### src/rtl/dsp_pipe.sv
// dsp_pipe: 3-stage pre-add/multiply/post-add pipeline with valid/ready flow control.
// Define DSP_PIPE_SAT_EN to saturate the post-add and expose the ovf flag.
module dsp_pipe #(
  parameter int A_W  = 18,
  parameter int BD_W = 18,
  parameter int C_W  = 48,
  parameter int P_W  = 48
) (
  input  logic            clk,
  input  logic            rst,
  input  logic            in_valid,
  output logic            in_ready,
  input  logic [A_W-1:0]  a,
  input  logic [BD_W-1:0] b,
  input  logic [BD_W-1:0] d,
  input  logic [C_W-1:0]  c,
  input  logic [2:0]      opmode,
  output logic            out_valid,
  input  logic            out_ready,
  output logic [P_W-1:0]  p
`ifdef DSP_PIPE_SAT_EN
  ,
  output logic            ovf
`endif
);
  logic stall, v1, v2, v3;
  logic signed [BD_W:0] pre_n, pre1;
  logic signed [A_W-1:0] a1;
  logic signed [C_W-1:0] c1, c2;
  logic [2:0] op1, op2;
  logic signed [P_W-1:0] m2, p_r, x, res;
  assign stall = v3 & ~out_ready;
  assign in_ready = ~stall;
  assign out_valid = v3;
  assign p = p_r;
  always_comb pre_n = opmode[0] ? (BD_W+1)'($signed(d)) - (BD_W+1)'($signed(b))
                                : (BD_W+1)'($signed(d)) + (BD_W+1)'($signed(b));
  // accumulate feeds back whatever p last loaded, consumed or not
  always_comb x = op2[2] ? p_r : P_W'(c2);
`ifdef DSP_PIPE_SAT_EN
  logic signed [P_W:0] wide;
  logic sat;
  always_comb begin
    wide = op2[1] ? (P_W+1)'(m2) - (P_W+1)'(x) : (P_W+1)'(m2) + (P_W+1)'(x);
    sat = wide[P_W] != wide[P_W-1];
    res = sat ? (wide[P_W] ? {1'b1, {(P_W-1){1'b0}}} : {1'b0, {(P_W-1){1'b1}}}) : wide[P_W-1:0];
  end
`else
  always_comb res = op2[1] ? m2 - x : m2 + x;
`endif
  always_ff @(posedge clk or posedge rst)
    if (rst) begin
      v1 <= 1'b0;
      v2 <= 1'b0;
      v3 <= 1'b0;
      pre1 <= '0;
      a1 <= '0;
      c1 <= '0;
      c2 <= '0;
      op1 <= '0;
      op2 <= '0;
      m2 <= '0;
      p_r <= '0;
`ifdef DSP_PIPE_SAT_EN
      ovf <= 1'b0;
`endif
    end else if (!stall) begin
      v1 <= in_valid;
      v2 <= v1;
      v3 <= v2;
      if (in_valid) begin
        pre1 <= pre_n;
        a1 <= a;
        c1 <= c;
        op1 <= opmode;
      end
      if (v1) begin
        m2 <= P_W'(pre1) * P_W'(a1);
        c2 <= c1;
        op2 <= op1;
      end
      if (v2) begin
        p_r <= res;
`ifdef DSP_PIPE_SAT_EN
        ovf <= sat;
`endif
      end
    end
endmodule
### config.mk
export PLATFORM = sky130hd
export DESIGN_NAME = dsp_pipe
export DESIGN_NICKNAME = d
export VERILOG_FILES = /design/src/rtl/dsp_pipe.sv
export SDC_FILE = /design/constraint.sdc
export NUM_CORES = 2
export LEC_CHECK = 0
export BUFFER_PORTS_ARGS = -buffer_cell sky130_fd_sc_hd__buf_2
export CAP_MARGIN = 5
export CELL_PAD_IN_SITES_DETAIL_PLACEMENT = 0
export CELL_PAD_IN_SITES_GLOBAL_PLACEMENT = 1
export CORE_ASPECT_RATIO = 0.7
export CORE_MARGIN = 5
export CORE_UTILIZATION = 50
export DETAILED_ROUTE_END_ITERATION = 16
export PLACE_DENSITY_LB_ADDON = 0.1
export SETUP_SLACK_MARGIN = 0.4
export SKIP_CTS_REPAIR_TIMING = 1
export SYNTH_ARGS = -nofsm -noshare
export SYNTH_HDL_FRONTEND = slang
export SYNTH_SLANG_ARGS = --single-unit
### constraint.sdc
create_clock -name clk -period 7.86 [get_ports clk]
set_input_delay 0.393 -clock clk [delete_from_list [all_inputs] [get_ports clk]]
set_output_delay 0.393 -clock clk [all_outputs]
set_load 0.1 [all_outputs]
==> metrics.cfg <==
[timing]
setup_viol=0
min_period_ns=6.89
worst_slack_ns=0.967
period_share=0.877
fin_skew_ns=0.0201
tightest_slew_ns=0.988
fin_tns_setup_ns=0
hold_viol=0
rsz0062_at_grt=false
slew_viol_final=0
slew-limit-headroom=0.341
fmax_ghz=0.145

[floorplan]
die_area_um2=56900
placement_rows=70
ioPinCount=159
core_um2=51900
start_util=0.503
dieHeight_um=201
die_x_um=283

[clocking]
tritoncts=done
cts-root-buf=clkbuf_16
cts_made_buffers=25
ctsLongestPathBuffers=3
clock-sinks=225
clk_latency_ns=0.55
clkTransAtPathRegs_ns=0.06
cts_htree_levels=1

[routing]
wl_per_cell_um=17.2
via_per_inst=5.33
detail-route-antenna-nets=0
drtIter0Drc=980
vias=18900
drc=0
drt_wl_total_mm=61.1
first_pass_iters=5

[setup_path]
worstReg2RegEnd=m2[46]
slowest_stage=fa_1
reg2reg_depth=23
max_stage_delay_ns=0.77
cp-end-kind=flip-flop
path_common_cell=fa_1
worstPathMaxFanout=20
crit_required_ns=8.28
r2r-start=a1[4]
criticalPathCategory=reg -> reg
cp_num_buf_inv=5
cp-start-kind=flip-flop
critical-path-top-delay-family=adder cells
critPathLaunch=a1[4]
worstPathArrival_ns=7.31
timing.critical_path.to=m2[46]
path_depth=23
crit_chain=nand2_1, fa_1, inv_1, fa_1, inv_1, fa_1, inv_1, fa_1, fa_1, inv_1, fa_1, inv_1, ha_1, a21o_1, a21o_1, a21oi_1, o21bai_1, a21oi_1, nor2_1, a2111oi_0, o21ai_0, xnor2_1, o21ai_0
rrSetupSlack_ns=0.97

[grt]
antenna_found_initial=1
grt_first_pass_wirelength_mm=103
grt_pass1_vias=19700
grt_overflow=0
track_usage=0.218
grt_start_max_net_pins=131

[placed_design]
placed_cell_area_um2=27400
dp_hpwl_mm=49.0
globalplace.congestion=0.878
portBuffers=158
place_ws_ns=0.895

[synth]
syn_area_um2=26100
synth-seq-cells=225
yosysUniqueCellTypes=74
synthArstFlopShare=1.00
synthTopCellsByCount=418 x inv_1, 347 x fa_1, 323 x nand2_1
syn_inst=2765
ys.flop_type=dfrtp_1
syn_area_per_cell_um2=9.44
synth.largest_area_cell=fa_1
netlist.area_leader.share=0.266
synth_area_leaders=fa_1 27%, dfrtp_1 22%, ha_1 7.8%
ys_seq_area_frac=0.216
synth.most_common_cell=inv_1
synth-edff-count=0
syn-num-nets=3383
ys_warn_count=0

[final_layout]
antenna_cells=0
design_area_um2=28300
nNetsFinal=3460
area_delta_synth_final_pct=8.36
drive_gt1_frac=0.130

[worst_hold_path]
hold_path_class=in -> reg

[run_status]
status=finished, final reports clean

[run]
drv.max_cap_violation_count=0

metrics by stage:
step,hold WS [ns],util,instances
after floorplan,0.450,-,2765
after global placement,0.471,0.528,3498
after detailed placement,0.475,0.528,3498
after CTS,-0.0498,0.544,3541
after global routing,0.0465,0.545,3542
final,0.0665,0.545,3542
cell usage in the layout, fill, tap and decap left out, drive strengths merged, types with 6 or more instances in the layout:
cell type	count
or3	10
o21a	8
dfrtp	225
nand4	9
nand2	323
fa	347
mux2	127
o21ai	146
a31oi	19
nand2b	17
a211oi	7
and3	14
mux2i	48
o31ai	16
a21oi	109
nand3	14
nor3b	11
nor2	97
nor2b	13
nor3	40
and2	177
o21bai	12
xnor2	75
ha	162
a21o	43
nor4	6
clkbuf	34
buf	173
inv	418
xor2	82
registers in the layout, summed over array words and instances (netlist names):
| signal | count |
|---|---|
| a1 | 18 |
| c1 | 48 |
| c2 | 48 |
| m2 | 37 |
| op1 | 2 |
| op2 | 2 |
| out_valid | 1 |
| p | 48 |
| pre1 | 19 |
| v1 | 1 |
| v2 | 1 |
routing by layer:
metal / vias up / part of all wire / global-route usage
met4: 0 / 0.018 / 0.0374
met2: 262 / 0.47 / 0.353
met1: 9545 / 0.48 / 0.324
met5: - / 0 / 0
met3: 55 / 0.036 / 0.0243
li1: 9001 / - / -
worst min-delay path by stage:
| stage | from | to | slack, ns | depth (start not counted) |
|---|---|---|---|---|
| 2_1_floorplan | m2[0] | m2[0] | 0.45 | 2 |
| 3_3_place_gp | m2[0] | m2[0] | 0.47 | 2 |
| 3_5_place_dp | m2[0] | m2[0] | 0.48 | 2 |
| 4_1_cts | rst | c1[41] | -0.05 | 2 |
| 5_1_grt | c[39] | c1[39] | 0.05 | 2 |
| 6_report | c[43] | c1[43] | 0.07 | 2 |
layout make-up:
cell class              count  area, um^2
flip-flops and latches    225        5640
multi-input cells        1998       18400
clock inverters             9         153
well taps                 684         856
inverters                 418        1580
clock buffers              34         709
repair buffers            174         926
fillers                  4817       23700
logic make-up after synthesis:
logic type | after synthesis | synth area share
buffers and inverters | 542 | 0.0789
AOI/OAI and AO/OA | 407 | 0.0968
adders and majority gates | 509 | 0.344
muxes | 175 | 0.0733
DFF | 225 | 0.216
xor gates and xnor gates | 157 | 0.0527
and+or+nand+nor | 750 | 0.139
Power is not shown: default switching activity piles up to over one toggle a cycle in this logic, so the estimate is an artifact.
